File: src/rtl/dyn_add_pkg.sv
// Shared types and helpers for the dynamic-adder scheduler: FSM state encoding,
// default geometry and the propagate-run based wait estimate.
package dyn_add_pkg;

  localparam int DEF_WIDTH = 32;
  localparam int DEF_SEG   = 8;
  localparam int DEF_NSEG  = DEF_WIDTH / DEF_SEG;
  localparam int MAX_NSEG  = 64;

  typedef enum logic [2:0] {
    IDLE,
    LAUNCH,
    WAIT,
    CAPTURE,
    RESP
  } state_e;

  // Worst-case carry travel grows with the longest chain of fully propagating segments.
  function automatic int run_wait(input logic [MAX_NSEG-1:0] seg, input int nseg);
    int run;
    int best;
    run  = 0;
    best = 0;
    for (int k = 0; k < MAX_NSEG; k++) begin
      if (k < nseg && seg[k]) begin
        run = run + 1;
        if (run > best) best = run;
      end else begin
        run = 0;
      end
    end
    return best + 1;
  endfunction

  function automatic int est_wait(input logic [DEF_WIDTH-1:0] p);
    logic [MAX_NSEG-1:0] seg;
    seg = '0;
    for (int k = 0; k < DEF_NSEG; k++) seg[k] = &p[k*DEF_SEG +: DEF_SEG];
    return run_wait(seg, DEF_NSEG);
  endfunction

endpackage

File: src/rtl/dyn_add_sched_if.sv
// Bundle of requester, adder and response signals around the scheduler.
// The slave side is the scheduler; the master side is its environment.
interface dyn_add_sched_if
  import dyn_add_pkg::*;
#(
  parameter int WIDTH = DEF_WIDTH,
  parameter int NREQ  = 4
);
  localparam int IDW = $clog2(NREQ);

  logic [NREQ-1:0]       req_valid;
  logic [NREQ-1:0]       req_ready;
  logic [NREQ*WIDTH-1:0] req_a;
  logic [NREQ*WIDTH-1:0] req_b;
  logic [NREQ-1:0]       req_cin;

  logic [WIDTH-1:0]      adder_a;
  logic [WIDTH-1:0]      adder_b;
  logic                  adder_cin;
  logic                  adder_first;
  logic [WIDTH-1:0]      adder_sum;
  logic                  adder_cout;

  logic                  rsp_valid;
  logic                  rsp_ready;
  logic [IDW-1:0]        rsp_id;
  logic [WIDTH-1:0]      rsp_sum;
  logic                  rsp_cout;

  modport master (
    output req_valid, req_a, req_b, req_cin, adder_sum, adder_cout, rsp_ready,
    input  req_ready, adder_a, adder_b, adder_cin, adder_first,
           rsp_valid, rsp_id, rsp_sum, rsp_cout
  );

  modport slave (
    input  req_valid, req_a, req_b, req_cin, adder_sum, adder_cout, rsp_ready,
    output req_ready, adder_a, adder_b, adder_cin, adder_first,
           rsp_valid, rsp_id, rsp_sum, rsp_cout
  );
endinterface

File: src/rtl/dyn_add_rr_arb.sv
// Combinational round-robin arbiter: the first valid requester at or after the
// pointer wins, reported both one-hot and encoded.
module dyn_add_rr_arb #(
  parameter  int NREQ = 4,
  localparam int IDW  = $clog2(NREQ)
) (
  input  logic [NREQ-1:0] valid_i,
  input  logic [IDW-1:0]  ptr_i,
  output logic [NREQ-1:0] grant_o,
  output logic [IDW-1:0]  idx_o,
  output logic            any_o
);

  logic [IDW-1:0] cand;

  always_comb begin
    grant_o = '0;
    idx_o   = '0;
    any_o   = 1'b0;
    cand    = '0;
    for (int off = 0; off < NREQ; off++) begin
      cand = IDW'((int'(ptr_i) + off) % NREQ);
      if (!any_o && valid_i[cand]) begin
        any_o         = 1'b1;
        grant_o[cand] = 1'b1;
        idx_o         = cand;
      end
    end
  end

endmodule

File: src/rtl/dyn_add_sched.sv
// Shares one self-timed ripple adder among NREQ requesters: arbitrate, launch,
// wait a propagate-dependent number of cycles, then hand the result back.
module dyn_add_sched
  import dyn_add_pkg::*;
#(
  parameter int WIDTH = DEF_WIDTH,
  parameter int NREQ  = 4,
  parameter int SEG   = DEF_SEG
) (
  input  logic           clk,
  input  logic           rst_n,
  dyn_add_sched_if.slave bus,
  output logic           busy
);

  localparam int NSEG  = WIDTH / SEG;
  localparam int IDW   = $clog2(NREQ);
  localparam int CNT_W = $clog2(NSEG + 2);

  state_e              state_q, state_d;
  logic [IDW-1:0]      ptr_q, ptr_d;
  logic [IDW-1:0]      id_q;
  logic [WIDTH-1:0]    a_q, b_q, sum_q;
  logic                cin_q, cout_q;
  logic [CNT_W-1:0]    cnt_q, cnt_d;

  logic [NREQ-1:0]     grant;
  logic [IDW-1:0]      grant_idx;
  logic                grant_any;
  logic                handshake;
  logic [MAX_NSEG-1:0] seg;

  dyn_add_rr_arb #(.NREQ(NREQ)) u_arb (
    .valid_i (bus.req_valid),
    .ptr_i   (ptr_q),
    .grant_o (grant),
    .idx_o   (grant_idx),
    .any_o   (grant_any)
  );

  assign handshake = (state_q == IDLE) && grant_any;

  always_ff @(posedge clk) begin
    if (!rst_n) state_q <= IDLE;
    else        state_q <= state_d;
  end

  always_comb begin
    state_d = state_q;
    case (state_q)
      IDLE:    if (grant_any) state_d = LAUNCH;
      LAUNCH:  state_d = WAIT;
      WAIT:    if (cnt_q == CNT_W'(1)) state_d = CAPTURE;
      CAPTURE: state_d = RESP;
      RESP:    if (bus.rsp_ready) state_d = IDLE;
      default: state_d = IDLE;
    endcase
  end

  always_comb begin
    bus.req_ready   = (state_q == IDLE) ? grant : '0;
    bus.adder_first = (state_q == LAUNCH);
    bus.rsp_valid   = (state_q == RESP);
    busy            = (state_q != IDLE);
    bus.adder_a     = a_q;
    bus.adder_b     = b_q;
    bus.adder_cin   = cin_q;
    bus.rsp_id      = id_q;
    bus.rsp_sum     = sum_q;
    bus.rsp_cout    = cout_q;
  end

  // Segment flags come from the latched operands, so the estimate is ready during LAUNCH.
  always_comb begin
    seg = '0;
    for (int k = 0; k < NSEG; k++) seg[k] = &(a_q[k*SEG +: SEG] ^ b_q[k*SEG +: SEG]);
  end

  always_comb begin
    cnt_d = cnt_q;
    ptr_d = ptr_q;
    if (state_q == LAUNCH) cnt_d = CNT_W'(run_wait(seg, NSEG));
    else if (state_q == WAIT) cnt_d = cnt_q - CNT_W'(1);
    if (handshake) ptr_d = (grant_idx == IDW'(NREQ - 1)) ? '0 : grant_idx + 1'b1;
  end

  always_ff @(posedge clk) begin
    if (!rst_n) begin
      ptr_q  <= '0;
      id_q   <= '0;
      a_q    <= '0;
      b_q    <= '0;
      cin_q  <= 1'b0;
      cnt_q  <= '0;
      sum_q  <= '0;
      cout_q <= 1'b0;
    end else begin
      ptr_q <= ptr_d;
      cnt_q <= cnt_d;
      if (handshake) begin
        a_q   <= bus.req_a[grant_idx*WIDTH +: WIDTH];
        b_q   <= bus.req_b[grant_idx*WIDTH +: WIDTH];
        cin_q <= bus.req_cin[grant_idx];
        id_q  <= grant_idx;
      end
      if (state_q == CAPTURE) begin
        sum_q  <= bus.adder_sum;
        cout_q <= bus.adder_cout;
      end
    end
  end

endmodule

File: src/flat_wrapper.sv
// flat-port wrapper written by rule: the top's interface ports become plain ports
module dyn_add_sched_flat import dyn_add_pkg::*;
#(
  parameter int WIDTH = DEF_WIDTH,
  parameter int NREQ  = 4,
  parameter int SEG   = DEF_SEG
)
  (clk, rst_n, busy, bus_req_valid, bus_req_a, bus_req_b, bus_req_cin, bus_adder_sum, bus_adder_cout, bus_rsp_ready, bus_req_ready, bus_adder_a, bus_adder_b, bus_adder_cin, bus_adder_first, bus_rsp_valid, bus_rsp_id, bus_rsp_sum, bus_rsp_cout);
  dyn_add_sched_if #(.WIDTH(WIDTH), .NREQ(NREQ)) bus_i ();
  input  logic clk;
  input  logic rst_n;
  output logic busy;
  input wire logic [$bits(bus_i.req_valid)-1:0] bus_req_valid;
  input wire logic [$bits(bus_i.req_a)-1:0] bus_req_a;
  input wire logic [$bits(bus_i.req_b)-1:0] bus_req_b;
  input wire logic [$bits(bus_i.req_cin)-1:0] bus_req_cin;
  input wire logic [$bits(bus_i.adder_sum)-1:0] bus_adder_sum;
  input wire logic [$bits(bus_i.adder_cout)-1:0] bus_adder_cout;
  input wire logic [$bits(bus_i.rsp_ready)-1:0] bus_rsp_ready;
  output wire logic [$bits(bus_i.req_ready)-1:0] bus_req_ready;
  output wire logic [$bits(bus_i.adder_a)-1:0] bus_adder_a;
  output wire logic [$bits(bus_i.adder_b)-1:0] bus_adder_b;
  output wire logic [$bits(bus_i.adder_cin)-1:0] bus_adder_cin;
  output wire logic [$bits(bus_i.adder_first)-1:0] bus_adder_first;
  output wire logic [$bits(bus_i.rsp_valid)-1:0] bus_rsp_valid;
  output wire logic [$bits(bus_i.rsp_id)-1:0] bus_rsp_id;
  output wire logic [$bits(bus_i.rsp_sum)-1:0] bus_rsp_sum;
  output wire logic [$bits(bus_i.rsp_cout)-1:0] bus_rsp_cout;
  assign bus_i.req_valid = bus_req_valid;
  assign bus_i.req_a = bus_req_a;
  assign bus_i.req_b = bus_req_b;
  assign bus_i.req_cin = bus_req_cin;
  assign bus_i.adder_sum = bus_adder_sum;
  assign bus_i.adder_cout = bus_adder_cout;
  assign bus_i.rsp_ready = bus_rsp_ready;
  assign bus_req_ready = bus_i.req_ready;
  assign bus_adder_a = bus_i.adder_a;
  assign bus_adder_b = bus_i.adder_b;
  assign bus_adder_cin = bus_i.adder_cin;
  assign bus_adder_first = bus_i.adder_first;
  assign bus_rsp_valid = bus_i.rsp_valid;
  assign bus_rsp_id = bus_i.rsp_id;
  assign bus_rsp_sum = bus_i.rsp_sum;
  assign bus_rsp_cout = bus_i.rsp_cout;
  dyn_add_sched #(.WIDTH(WIDTH), .NREQ(NREQ), .SEG(SEG)) u_core (.clk(clk), .rst_n(rst_n), .bus(bus_i), .busy(busy));
endmodule
File: config.mk
export PLATFORM = sky130hd
export DESIGN_NAME = dyn_add_sched_flat
export DESIGN_NICKNAME = d
export VERILOG_FILES = /design/src/rtl/dyn_add_pkg.sv /design/src/rtl/dyn_add_sched_if.sv /design/src/rtl/dyn_add_rr_arb.sv /design/src/rtl/dyn_add_sched.sv /design/src/flat_wrapper.sv
export SDC_FILE = /design/constraint.sdc
export NUM_CORES = 1
export LEC_CHECK = 0
export CORE_AREA = 2 2 159 161
export DETAILED_ROUTE_END_ITERATION = 7
export DIE_AREA = 0 0 161 163
export HOLD_SLACK_MARGIN = 0.12
export PLACE_DENSITY = 0.6
export SLEW_MARGIN = 20
export SYNTH_ARGS = -nofsm -noshare
export SYNTH_HDL_FRONTEND = slang
export SYNTH_SLANG_ARGS = --single-unit
File: constraint.sdc
create_clock -name clk -period 2.9 [get_ports clk]
set_input_delay 0.725 -clock clk [delete_from_list [all_inputs] [get_ports clk]]
set_output_delay 0.725 -clock clk [all_outputs]
set_load 0.03 [all_outputs]
==> metrics.txt <==
# TYPE chip_impl_metric gauge
chip_impl_metric{name="initial_antenna_violation_count",unit=""} 2
chip_impl_info{name="endpoint_kind",value="output pin"} 1
chip_impl_metric{name="ctsHtreeMaxLevel",unit=""} 3
chip_impl_metric{name="post_synth_instance_area",unit="µm²"} 6430
chip_impl_metric{name="area_enclosed_by_the_die_boundary",unit="µm²"} 26200
chip_impl_info{name="failed_checks",value="setup timing"} 1
chip_impl_info{name="synth_top_family_by_area",value="multiplexers"} 1
chip_impl_metric{name="track_usage",unit=""} 0.193
chip_impl_metric{name="synth_fa_ha_area_frac",unit=""} 0.0311
chip_impl_metric{name="clock_insertion_delay_at_the_later_pin_of_the_skew_report",unit="ps"} 360
chip_impl_metric{name="number_of_drc_violations_after_detailed_routing_iteration_0",unit=""} 280
chip_impl_metric{name="layout.filler_cells",unit=""} 2402
chip_impl_metric{name="utilization",unit=""} 0.482
chip_impl_metric{name="finalClockSkew",unit="ps"} 7.61
chip_impl_metric{name="grt_pass1_wl",unit="µm"} 39400
chip_impl_metric{name="synth.avg_cell_area",unit="µm²"} 9.02
chip_impl_metric{name="grt_max_degree",unit=""} 66
chip_impl_info{name="synth.top_cells.by_area",value="sky130_fd_sc_hd__dfxtp_1, sky130_fd_sc_hd__mux2i_1, sky130_fd_sc_hd__o221ai_1"} 1
chip_impl_metric{name="port-buffer-count",unit=""} 406
chip_impl_info{name="cts_tree",value="yes"} 1
chip_impl_metric{name="first_global_vias",unit=""} 7017
chip_impl_metric{name="final-max-slew-violation-count",unit=""} 0
chip_impl_metric{name="finalPower",unit="mW"} 11.6
chip_impl_metric{name="start_util",unit=""} 0.261
chip_impl_metric{name="crit_path_max_fanout",unit=""} 6
chip_impl_metric{name="ant_nets",unit=""} 0
chip_impl_metric{name="io_pins",unit=""} 407
chip_impl_metric{name="syn_to_final_growth",unit="%"} 84.7
chip_impl_metric{name="actual_slew_at_the_worst_max_slew_pin",unit="ps"} 696
chip_impl_metric{name="post_synthesis_cells",unit=""} 713
chip_impl_info{name="path_class_of_the_lowest_slack_min_delay_path",value="reg2reg"} 1
chip_impl_info{name="worst_setup_path_start_kind",value="flip-flop"} 1
chip_impl_metric{name="dp_hpwl",unit="µm"} 20600
chip_impl_metric{name="nets",unit=""} 1471
chip_impl_metric{name="fin_crit",unit="ps"} 3080
chip_impl_metric{name="die-width",unit="µm"} 161
chip_impl_metric{name="worstRegToRegCells",unit=""} 14
chip_impl_metric{name="synth_xor_area_frac",unit=""} 0.0463
chip_impl_metric{name="die_y",unit="µm"} 163
chip_impl_info{name="cts_root_buffer",value="sky130_fd_sc_hd__clkbuf_16"} 1
chip_impl_metric{name="yosys_warnings",unit=""} 0
chip_impl_metric{name="floorplan_core_area",unit="µm²"} 24700
chip_impl_info{name="timing.setup.critical_path_class",value="reg2out"} 1
chip_impl_metric{name="post_cts_hold_buffer_count",unit=""} 0
chip_impl_metric{name="async_flop_share",unit=""} 0
chip_impl_metric{name="synth_top_area_frac",unit=""} 0.336
chip_impl_metric{name="hold_depth",unit=""} 2
chip_impl_metric{name="relSlewSlack",unit=""} 0.535
chip_impl_metric{name="synthMuxAreaShare",unit=""} 0.225
chip_impl_info{name="commonest_non_fill_non_tap_cell_in_the_layout",value="sky130_fd_sc_hd__clkdlybuf4s50_1"} 1
chip_impl_metric{name="multi_input_comb_area",unit="µm²"} 4090
chip_impl_metric{name="timing.final.hold_violations",unit=""} 0
chip_impl_metric{name="ys_seq_elements",unit=""} 108
chip_impl_metric{name="worst_ep_required_time",unit="ps"} 2170
chip_impl_metric{name="detail_route.wl_per_cell",unit="µm"} 17.7
chip_impl_metric{name="clk_pin_slew_worst_paths",unit="ps"} 80
chip_impl_metric{name="cts_sinks",unit=""} 108
chip_impl_metric{name="worst_r2r_setup_slack",unit="ps"} 110
chip_impl_info{name="critical_path.reg2reg.startpoint",value="u_core.bus.adder_b[4]"} 1
chip_impl_metric{name="synth_simple_gate_area_share",unit=""} 0.137
chip_impl_metric{name="postSynthNetCount",unit=""} 1029
chip_impl_metric{name="drt_pre_antenna_iters",unit=""} 5
chip_impl_metric{name="gp_routability_congestion",unit=""} 0.811
chip_impl_info{name="outcome",value="complete, but fails checks"} 1
chip_impl_metric{name="drc",unit=""} 0
chip_impl_info{name="hold_path_end",value="u_core.bus.rsp_sum[19]"} 1
chip_impl_info{name="highest_count_cells_in_the_layout_ignoring_fill_and_taps",value="sky130_fd_sc_hd__clkdlybuf4s50_1, sky130_fd_sc_hd__nand2_1, sky130_fd_sc_hd__mux2i_1"} 1
chip_impl_metric{name="share_of_the_synthesized_area_in_compound_gates_ao_oa_aoi_oai",unit=""} 0.159
chip_impl_metric{name="netlist-cell-type-count",unit=""} 47
chip_impl_metric{name="power-per-cell-area",unit="nW/µm²"} 978
chip_impl_info{name="min_from",value="u_core.bus.rsp_sum[19]"} 1
chip_impl_metric{name="final_critical_path_setup_slack",unit="ps"} -179
chip_impl_metric{name="clock_buffer_count_from_cts",unit=""} 9
chip_impl_metric{name="post_route_cells_drive_above_1_share",unit=""} 0.141
chip_impl_metric{name="register_area",unit="µm²"} 2180
chip_impl_metric{name="num_rows",unit=""} 58
chip_impl_metric{name="grt-ovfl-total",unit=""} 0
chip_impl_metric{name="yosysSeqAreaShare",unit=""} 0.336
chip_impl_metric{name="detailroute.via_count",unit=""} 7012
chip_impl_info{name="ys.flop_type",value="sky130_fd_sc_hd__dfxtp_1"} 1
chip_impl_metric{name="clock_path_buffers",unit=""} 2
chip_impl_metric{name="synth_enable_flop_cells",unit=""} 0
chip_impl_metric{name="final_min_period_over_clock_period",unit=""} 1.06
chip_impl_metric{name="setup_viol_count_final",unit=""} 4
chip_impl_metric{name="finalWirelength",unit="µm"} 26400
chip_impl_info{name="grt_setup_unrepaired",value="true"} 1
chip_impl_metric{name="vdd_ir_drop_max",unit="V"} 0.000548
chip_impl_metric{name="worst_ep_arrival_time",unit="ps"} 2350
chip_impl_metric{name="vias_per_cell",unit=""} 4.70
chip_impl_metric{name="static_power_due_to_leakage",unit="nW"} 4.58
chip_impl_info{name="synth_area_leader_cell",value="sky130_fd_sc_hd__dfxtp_1"} 1
chip_impl_metric{name="timing.max_cap.violations",unit=""} 0
chip_impl_info{name="rr_endpoint",value="u_core.cnt_q[2]"} 1
chip_impl_metric{name="achievable-frequency",unit="MHz"} 325
area by class of cell:
cell class                 instances  share of cell area
sequential                       108               0.184
tap                              330              0.0347
clock inverter                     7             0.00579
inverter                          12             0.00421
clock buffer                       9              0.0190
multi-input combinational        538               0.344
timing repair buffer             486               0.408
antenna                            1            0.000211
state kept, by name, summed over array words and instances (netlist names):
register / flops
u_core.ptr_q: 2
u_core.cnt_q: 3
u_core.bus.rsp_sum: 32
u_core.bus.adder_a: 32
u_core.bus.adder_b: 32
u_core.bus.rsp_id: 2
u_core.state_q: 3
u_core.bus.rsp_cout: 1
u_core.bus.adder_cin: 1
worst max-delay path by stage:
| stage | startpoint | to | slack, ps | depth (start not counted) |
|---|---|---|---|---|
| 2_1_floorplan | u_core.ptr_q[1] | bus_req_ready[1] | 20 | 10 |
| 3_3_place_gp | bus_req_valid[1] | bus_req_ready[1] | -850 | 8 |
| 3_5_place_dp | bus_req_valid[1] | bus_req_ready[1] | -850 | 8 |
| 4_1_cts | u_core.ptr_q[1] | bus_req_ready[0] | -200 | 10 |
| 5_1_grt | u_core.ptr_q[1] | bus_req_ready[1] | -320 | 8 |
| 6_report | u_core.ptr_q[1] | bus_req_ready[1] | -180 | 8 |
critical path, cell delays in order, from the launching register on:
cell                       delay [ps]
sky130_fd_sc_hd__dfxtp_2          350
sky130_fd_sc_hd__inv_4             40
sky130_fd_sc_hd__ha_4             260
sky130_fd_sc_hd__mux4_2           590
sky130_fd_sc_hd__a22oi_1          240
sky130_fd_sc_hd__nor2_1            80
sky130_fd_sc_hd__a221oi_2         210
sky130_fd_sc_hd__nor2_2            50
sky130_fd_sc_hd__buf_4            170
layer usage:
layer,share of wire,vias up,GRT usage
li1,-,3478,-
met3,0.077,27,0.0614
met5,0.00049,-,0
met4,0.017,2,0.0491
met1,0.40,3265,0.223
met2,0.51,240,0.347
timing repair:
item,in CTS,in global routing
gates resized for setup,51,29
pin swaps,10,20
cloned,0,0
setup buffers,3,7
setup endpoints to repair,5,7
hold endpoints to repair,0,0
per-stage QoR:
step                TNS (ps)  hold slack (ps)  cells  area, µm²  setup slack (ps)
finish                  -657              455   1491      11900              -179
global route           -1280              477   1491      11900              -325
CTS                     -723              458   1483      11700              -202
detailed placement    -20590              446   1464      11300              -851
global placement      -18550              441   1464      11300              -846
floorplan                  0              445    713       6480              23.7
cell usage after synthesis (4+ instances only):
master	count
sky130_fd_sc_hd__a21oi_1	42
sky130_fd_sc_hd__a221oi_1	4
sky130_fd_sc_hd__a22oi_1	4
sky130_fd_sc_hd__a31oi_1	4
sky130_fd_sc_hd__and4_1	4
sky130_fd_sc_hd__buf_1	5
sky130_fd_sc_hd__buf_12	8
sky130_fd_sc_hd__clkbuf_1	31
sky130_fd_sc_hd__clkbuf_4	7
sky130_fd_sc_hd__dfxtp_1	108
sky130_fd_sc_hd__ha_1	16
sky130_fd_sc_hd__inv_1	12
sky130_fd_sc_hd__mux2i_1	138
sky130_fd_sc_hd__nand2_1	144
sky130_fd_sc_hd__nand4_1	7
sky130_fd_sc_hd__nor2_1	27
sky130_fd_sc_hd__nor3_1	5
sky130_fd_sc_hd__nor3b_1	4
sky130_fd_sc_hd__o21ai_0	6
sky130_fd_sc_hd__o221ai_1	65
sky130_fd_sc_hd__xnor2_1	9
sky130_fd_sc_hd__xor2_1	25
cells by family after synthesis:
group	Yosys count
adder cells (fa/ha/maj)	16
buffers and inverters	67
multiplexers	141
AND/OR/NAND/NOR	206
AO/OA/AOI/OAI	141
flip-flops	108
XOR/XNOR	34
power breakdown:
part	switching (mW)	internal, mW
logic	3.88	3.84
registers	0.574	2.08
clock network	0.648	0.608
total	5.11	6.52
(Power assumes the default switching activity.)
